===== config.mk =====
export PLATFORM = sky130hd
export DESIGN_NAME = race_clock
export DESIGN_NICKNAME = d
export VERILOG_FILES = /design/src/rtl/race_clock.sv
export SDC_FILE = /design/constraint.sdc
export NUM_CORES = 1
export LEC_CHECK = 0
export BUFFER_PORTS_ARGS = -buffer_cell sky130_fd_sc_hd__buf_4
export CAP_MARGIN = 20
export CORE_ASPECT_RATIO = 1.2
export CORE_MARGIN = 2
export CORE_UTILIZATION = 30
export DETAILED_ROUTE_END_ITERATION = 7
export MAX_ROUTING_LAYER = met4
export RECOVER_POWER = 25
export SETUP_SLACK_MARGIN = 0.3
export SYNTH_ARGS = -nofsm -noshare
export SYNTH_HDL_FRONTEND = slang
export SYNTH_SLANG_ARGS = --single-unit

===== constraint.sdc =====
create_clock -name i_clk -period 2 [get_ports i_clk]
set_clock_uncertainty 0.05 [all_clocks]
set_input_delay 0.3 -clock i_clk [delete_from_list [all_inputs] [get_ports i_clk]]
set_output_delay 0.3 -clock i_clk [all_outputs]
set_load 0.005 [all_outputs]

===== src/rtl/race_clock.sv =====
// race_clock: frame-driven race timer producing BCD minutes/seconds.
// Time advances only on frame ticks while running, so the displayed time
// stays locked to rendered video frames. An optional split-time latch is
// built when the macro RACE_CLOCK_SPLIT_EN is defined; without it the split
// outputs are tied to zero and i_split is ignored.
module race_clock #(
   parameter int FRAMES_PER_SEC = 60,
   parameter int MAX_MIN        = 9
) (
   input  logic       i_clk,
   input  logic       i_rst_n,
   input  logic       i_frame_tick,
   input  logic       i_start,
   input  logic       i_pause,
   input  logic       i_clear,
   input  logic       i_split,
   output logic [3:0] o_min,
   output logic [3:0] o_sec_ten,
   output logic [3:0] o_sec_one,
   output logic [3:0] o_split_min,
   output logic [3:0] o_split_sec_ten,
   output logic [3:0] o_split_sec_one,
   output logic       o_split_valid,
   output logic       o_running,
   output logic       o_done
);

   localparam int              FW            = $clog2(FRAMES_PER_SEC);
   localparam logic [FW-1:0]   LP_FRAME_LAST = FW'(FRAMES_PER_SEC - 1);
   localparam logic [FW-1:0]   LP_FRAME_ONE  = FW'(1);
   localparam logic [3:0]      LP_MAX_MIN    = 4'(MAX_MIN);

   typedef enum logic [1:0] {
      ST_IDLE  = 2'd0,
      ST_RUN   = 2'd1,
      ST_PAUSE = 2'd2,
      ST_DONE  = 2'd3
   } state_t;

   state_t         r_state;
   logic [FW-1:0]  r_frame;
   logic [3:0]     r_min;
   logic [3:0]     r_sec_ten;
   logic [3:0]     r_sec_one;
   logic           r_running;
   logic           r_done;

   // Race state machine, sub-second frame counter and BCD time digits.
   always_ff @(posedge i_clk) begin
      if (!i_rst_n) begin
         r_state   <= ST_IDLE;
         r_frame   <= {FW{1'b0}};
         r_min     <= 4'd0;
         r_sec_ten <= 4'd0;
         r_sec_one <= 4'd0;
         r_running <= 1'b0;
         r_done    <= 1'b0;
      end else if (i_clear) begin
         // Clear overrides every other pulse, including any tick this cycle.
         r_state   <= ST_IDLE;
         r_frame   <= {FW{1'b0}};
         r_min     <= 4'd0;
         r_sec_ten <= 4'd0;
         r_sec_one <= 4'd0;
         r_running <= 1'b0;
         r_done    <= 1'b0;
      end else begin
         case (r_state)
            ST_IDLE: begin
               // A tick coinciding with start is not counted.
               if (i_start) begin
                  r_state   <= ST_RUN;
                  r_running <= 1'b1;
               end
            end
            ST_RUN: begin
               // Start is meaningless here; pause beats a coinciding tick.
               if (i_pause) begin
                  r_state   <= ST_PAUSE;
                  r_running <= 1'b0;
               end else if (i_frame_tick) begin
                  if (r_frame == LP_FRAME_LAST) begin
                     r_frame <= {FW{1'b0}};
                     if (r_sec_one != 4'd9) begin
                        r_sec_one <= r_sec_one + 4'd1;
                     end else begin
                        r_sec_one <= 4'd0;
                        if (r_sec_ten != 4'd5) begin
                           r_sec_ten <= r_sec_ten + 4'd1;
                        end else begin
                           r_sec_ten <= 4'd0;
                           if (r_min != LP_MAX_MIN) begin
                              r_min <= r_min + 4'd1;
                           end else begin
                              // Past the last displayable second: pin at MAX_MIN:59.
                              r_min     <= LP_MAX_MIN;
                              r_sec_ten <= 4'd5;
                              r_sec_one <= 4'd9;
                              r_state   <= ST_DONE;
                              r_running <= 1'b0;
                              r_done    <= 1'b1;
                           end
                        end
                     end
                  end else begin
                     r_frame <= r_frame + LP_FRAME_ONE;
                  end
               end
            end
            ST_PAUSE: begin
               // Frame counter is held so resuming keeps the sub-second phase.
               if (i_start) begin
                  r_state   <= ST_RUN;
                  r_running <= 1'b1;
               end
            end
            ST_DONE: begin
               r_state <= ST_DONE;
            end
            default: begin
               r_state   <= ST_IDLE;
               r_running <= 1'b0;
               r_done    <= 1'b0;
            end
         endcase
      end
   end

   assign o_min     = r_min;
   assign o_sec_ten = r_sec_ten;
   assign o_sec_one = r_sec_one;
   assign o_running = r_running;
   assign o_done    = r_done;

`ifdef RACE_CLOCK_SPLIT_EN
   logic [3:0] r_split_min;
   logic [3:0] r_split_sec_ten;
   logic [3:0] r_split_sec_one;
   logic       r_split_valid;

   // Split latch: snapshot of the time as it stood before this cycle's update.
   always_ff @(posedge i_clk) begin
      if (!i_rst_n) begin
         r_split_min     <= 4'd0;
         r_split_sec_ten <= 4'd0;
         r_split_sec_one <= 4'd0;
         r_split_valid   <= 1'b0;
      end else if (i_clear) begin
         r_split_min     <= 4'd0;
         r_split_sec_ten <= 4'd0;
         r_split_sec_one <= 4'd0;
         r_split_valid   <= 1'b0;
      end else if (i_split && (r_state != ST_IDLE)) begin
         r_split_min     <= r_min;
         r_split_sec_ten <= r_sec_ten;
         r_split_sec_one <= r_sec_one;
         r_split_valid   <= 1'b1;
      end else begin
         r_split_valid   <= r_split_valid;
      end
   end

   assign o_split_min     = r_split_min;
   assign o_split_sec_ten = r_split_sec_ten;
   assign o_split_sec_one = r_split_sec_one;
   assign o_split_valid   = r_split_valid;
`else
   logic w_unused_split;

   assign w_unused_split  = i_split;
   assign o_split_min     = 4'd0;
   assign o_split_sec_ten = 4'd0;
   assign o_split_sec_one = 4'd0;
   assign o_split_valid   = 1'b0;
`endif

endmodule


# Word level (Yosys, flattened, before mapping)
# Cells that the tools add are included.
[totals]
inputBits = 7
word_cells = 63
regBits = 22
[op_classes]
addsub = 4
n_mux = 23
n_eq_ne = 13
n_reduce_logical = 11
bitwise = 5
[ops]
columns = ["op", "count"]
rows = [
  ["2-to-1 mux 4 bit", 5],
  ["inequality test 3 bit, second input constant", 5],
  ["2-to-1 mux 2 bit", 7],
  ["AND reduction 7 bit", 2],
  ["adder 4 x 1 -> 4 bit, second input constant", 3],
  ["AND reduction 6 bit", 2],
  ["inequality test 4 bit, second input constant", 2],
  ["2-to-1 mux 1 bit", 7],
  ["adder 6 x 1 -> 6 bit, second input constant", 1],
  ["== test 6 bit, second input constant", 1],
  ["2-to-1 mux 6 bit", 1],
  ["case mux 2 bit (3 select lines)", 1],
  ["NOT 1 bit", 5],
  ["AND reduction 5 bit", 1],
  ["== test 2 bit, second input constant", 2],
  ["inequality test 4 x 3 -> 1 bit, second input constant", 1],
  ["AND reduction 4 bit", 1],
  ["OR reduction 2 bit", 2],
  ["2-to-1 mux 3 bit", 1],
  ["AND reduction 3 bit", 1],
  ["== test 2 x 1 -> 1 bit, second input constant", 1],
  ["zero test 2 bit", 1],
  ["inequality test 2 x 1 -> 1 bit, second input constant", 1],
  ["case mux 1 bit (2 select lines)", 1],
  ["nonzero test 2 bit", 1],
]

# Longest topological paths before layout
[logic_depth]
word_depth = 8
depth_mapped = 5
depth_no_buf = 5

# Worst setup path before layout
# OpenSTA, ideal clock, no wires.
[synth_path]
path_type = "register to register"
from = "register r_frame[0]"
to = "register r_min[2] (netlist: o_min[2])"
setup_ps = 70
synth_period_minus_slack_ps = 1607
stages_incl_launch_ff = 6
arrival_ps = 1486
required_ps = 1880
path_slack_ps = 393
path_buffers = 0
cell_sequence = "dfxtp_1 ha_1 and3b_2 nand4_4 or4_1 a21oi_1"
[synth_via]
elab_chain_len = 2
[synth_rtl]
columns = ["item", "line_no", "source"]
rows = [
  ["start, declared", "41", "logic [FW-1:0] r_frame;"],
  ["start signal, assigned", "52", "r_frame <= {FW{1'b0}};"],
  ["start signal, assigned", "61", "r_frame <= {FW{1'b0}};"],
  ["start signal, assigned", "83", "r_frame <= {FW{1'b0}};"],
  ["== test 6 bit", "82", "if (r_frame == LP_FRAME_LAST) begin"],
  ["AND reduction 6 bit (no line)", "--", ""],
  ["end signal, assigned", "93", "r_min <= r_min + 4'd1;"],
  ["end, declared", "42", "logic [3:0] r_min;"],
]
# No other way between the ends.
# A chain may end at the register's enable or synchronous reset.

# Final worst setup path
[layout_path]
from = "register r_sec_one[1] (netlist: o_sec_one[1])"
to = "register r_min[2] (netlist: o_min[2])"
[layout_via]
elab_chain_len = 3
[layout_rtl]
columns = ["item", "line_no", "source"]
rows = [
  ["start, declared", "44", "logic [3:0] r_sec_one;"],
  ["start signal, assigned", "85", "r_sec_one <= r_sec_one + 4'd1;"],
  ["inequality test 4 bit", "84", "if (r_sec_one != 4'd9) begin"],
  ["NOT 1 bit (no line)", "--", ""],
  ["AND reduction 6 bit (no line)", "--", ""],
]
# No other way between the ends.

==> impl_metrics.env <==
export IMPL_ios=34
export IMPL_clk_root_buffer_cell="clkbuf_8"
export IMPL_finish_utilization_pct=39.6
export IMPL_clkSlewWorstSetupHoldPaths_ns=0.09
export IMPL_syn_to_final_growth_pct=27.5
export IMPL_tightest_slew_ns=0.528
export IMPL_die_h_um=73.7
export IMPL_routabilityCongestion=0.803
export IMPL_crit_fanout=8
export IMPL_fin_nets=183
export IMPL_yosysWarnings=0
export IMPL_first_pass_iters=4
export IMPL_cp_end_kind="flop"
export IMPL_drcViolationCount=0
export IMPL_dieArea_um2=4580
export IMPL_preCtsSetupSlack_ns=0.214
export IMPL_crit_type="reg -> reg"
export IMPL_wl_met3_um=109
export IMPL_antennaDiodeCount=0
export IMPL_cts_buffers=3
export IMPL_syn_cell_area_um2=1220
export IMPL_slew_viol_final=0
export IMPL_cts_sinks=22
export IMPL_met2WireLength_um=1200
export IMPL_fin_area_um2=1550
export IMPL_async_flop_share_pct=0
export IMPL_tns_ns=0
export IMPL_cp_required_ns=2.15
export IMPL_rows=25
export IMPL_synth_seq_cells=22
export IMPL_place_area_um2=1400
export IMPL_ir_drop_mv=0.185
export IMPL_cts_max_level=1
export IMPL_min_path_type="in -> reg"
export IMPL_synth_cell_types=40
export IMPL_grt_setup_unrepaired="false"
export IMPL_cts_tree="built"
export IMPL_final_antenna_net_count=0
export IMPL_fin_crit_ns=1.67
export IMPL_syn_avg_cell_area_um2=8.50
export IMPL_io_buffers=19
export IMPL_cts_buffer_depth=2
export IMPL_clk_latency_ns=0.26
export IMPL_power_leakage_nw=0.580
export IMPL_core_area_um2=3910
export IMPL_wl_per_cell_um=11.9
export IMPL_drtIter0Drc=26
export IMPL_powerDensity_nw_per_um2=523
export IMPL_grt_max_degree=13
export IMPL_worst_hold_slack_ns=0.199
export IMPL_setup_violations=0
export IMPL_synth_cells=143
export IMPL_synth_edf_count=0
export IMPL_start_kind="flop"
export IMPL_vias_per_cell=4.82
export IMPL_track_usage_pct=12.0
export IMPL_grt_ovfl_total=0
export IMPL_grt_pass1_vias=958
export IMPL_period_share_pct=83.5
export IMPL_antenna_found_initial=0
export IMPL_fin_ws_ns=0.330
export IMPL_yosysSeqAreaShare_pct=36.2
export IMPL_start_util_pct=31.1
export IMPL_fmax_mhz=599
export IMPL_wirelength_um=2720
export IMPL_grt_pass1_wl_um=4340
export IMPL_ys_flop_type="dfxtp_1"
export IMPL_drive_gt1_share_pct=28.7
export IMPL_highest_layer="met4"
export IMPL_worstPathArrival_ns=1.82
export IMPL_vias=1100
export IMPL_die_w_um=62.1
export IMPL_max_cap_violations=0
export IMPL_met1_length_um=1360
export IMPL_dp_hpwl_um=1890
export IMPL_status="finished clean"
export IMPL_hold_violations=0
export IMPL_maxSlewHeadroom_pct=64.8
-- layout by cell type (no fill, tap or decap), drive strengths merged, types with 3 or more instances in the layout --
cell,instances
xnor2,4
nand4bb,3
a31oi,3
nand2,10
buf,23
nand4,5
clkbuf,11
a21oi,9
o21ai,9
nand3,3
nor2,17
conb,13
inv,4
nor2b,3
and4bb,3
dfxtp,22
nor3,3
nor4,4
or4,3
-- layer usage --
layer	global-route usage, %	vias up
met5	-	-
met4	6.17	0
met3	1.53	4
met2	18.2	38
met1	15.8	501
li1	-	557
-- final timing paths --
| path | to | start | cells past startpoint | slack, ns |
|---|---|---|---|---|
| max reg2reg | o_min[2] | o_sec_one[1] | 4 | 0.33 |
| max | o_min[2] | o_sec_one[1] | 4 | 0.33 |
| min | r_state[0] | i_pause | 2 | 0.20 |
| min reg2reg | o_done | o_done | 2 | 0.44 |
-- report_power, final --
group	internal (mW)	switching, mW
Combinational	0.0181	0.0237
Clock	0.175	0.150
Sequential	0.441	0.00280
-- repair_timing --
| action | in CTS | in global routing |
|---|---|---|
| setup endpoints to repair | 5 | 16 |
| hold buffers | 0 | 0 |
| setup buffers | 1 | 5 |
| pin swaps | 1 | 2 |
| resized for setup | 4 | 9 |
| cloned | 0 | 1 |
-- metrics by stage --
| stage | instances | total power [mW] |
|---|---|---|
| finish | 228 | 0.811 |
| detailed placement | 217 | 0.495 |
| CTS | 222 | 0.813 |
| global route | 228 | 0.836 |
| global placement | 217 | 0.495 |
| floorplan | 155 | 0.493 |
-- cell usage after synthesis (2+ instances only) --
master,count,area share (%)
a211oi_1,2,1.2
a21oi_1,9,3.7
a311oi_1,2,1.4
a31oi_1,3,1.5
and4bb_2,2,2.1
buf_4,13,8.0
clkbuf_1,3,0.93
dfxtp_1,22,36
inv_1,4,1.2
nand2_1,10,3.1
nand2b_1,2,1.0
nand3_1,3,1.2
nand4_1,3,1.5
nand4bb_1,3,2.8
nor2_1,17,5.2
nor2b_1,3,1.5
nor3_1,3,1.2
nor4_1,2,1.0
nor4_2,2,2.1
o21ai_0,9,3.7
or4_1,3,1.9
xnor2_1,4,2.9
xor2_1,2,1.4
-- cell type report --
class	count	area [um2]
multi-input cells	114	751
well taps	54	67.6
fillers	397	2360
flip-flops and latches	22	444
inverters	4	15.0
repair buffers	30	218
clock buffers	4	55.1
-- critical path, cell delays in order (launching register included) --
cell and delay, ns:
dfxtp_1 0.37, and4bb_4 0.40, nand4_4 0.15, or4_4 0.51, a21oi_2 0.13
-- state kept, by name, indices dropped and copies added, names as in the netlist --
name	cells
o_done	1
o_min	4
o_running	1
o_sec_one	4
o_sec_ten	4
r_frame	6
r_state	2
-- cell families after synthesis --
kind of cell / synth area share [%]
AO/OA/AOI/OAI: 14.3
XOR/XNOR: 4.32
adder cells (fa/ha/maj): 1.03
other: 0.308
flip-flops: 36.2
multiplexers: 0.823
AND/OR/NAND/NOR: 32.8
buffers and inverters: 10.2
Note: power is estimated with default switching activity, not from simulation.
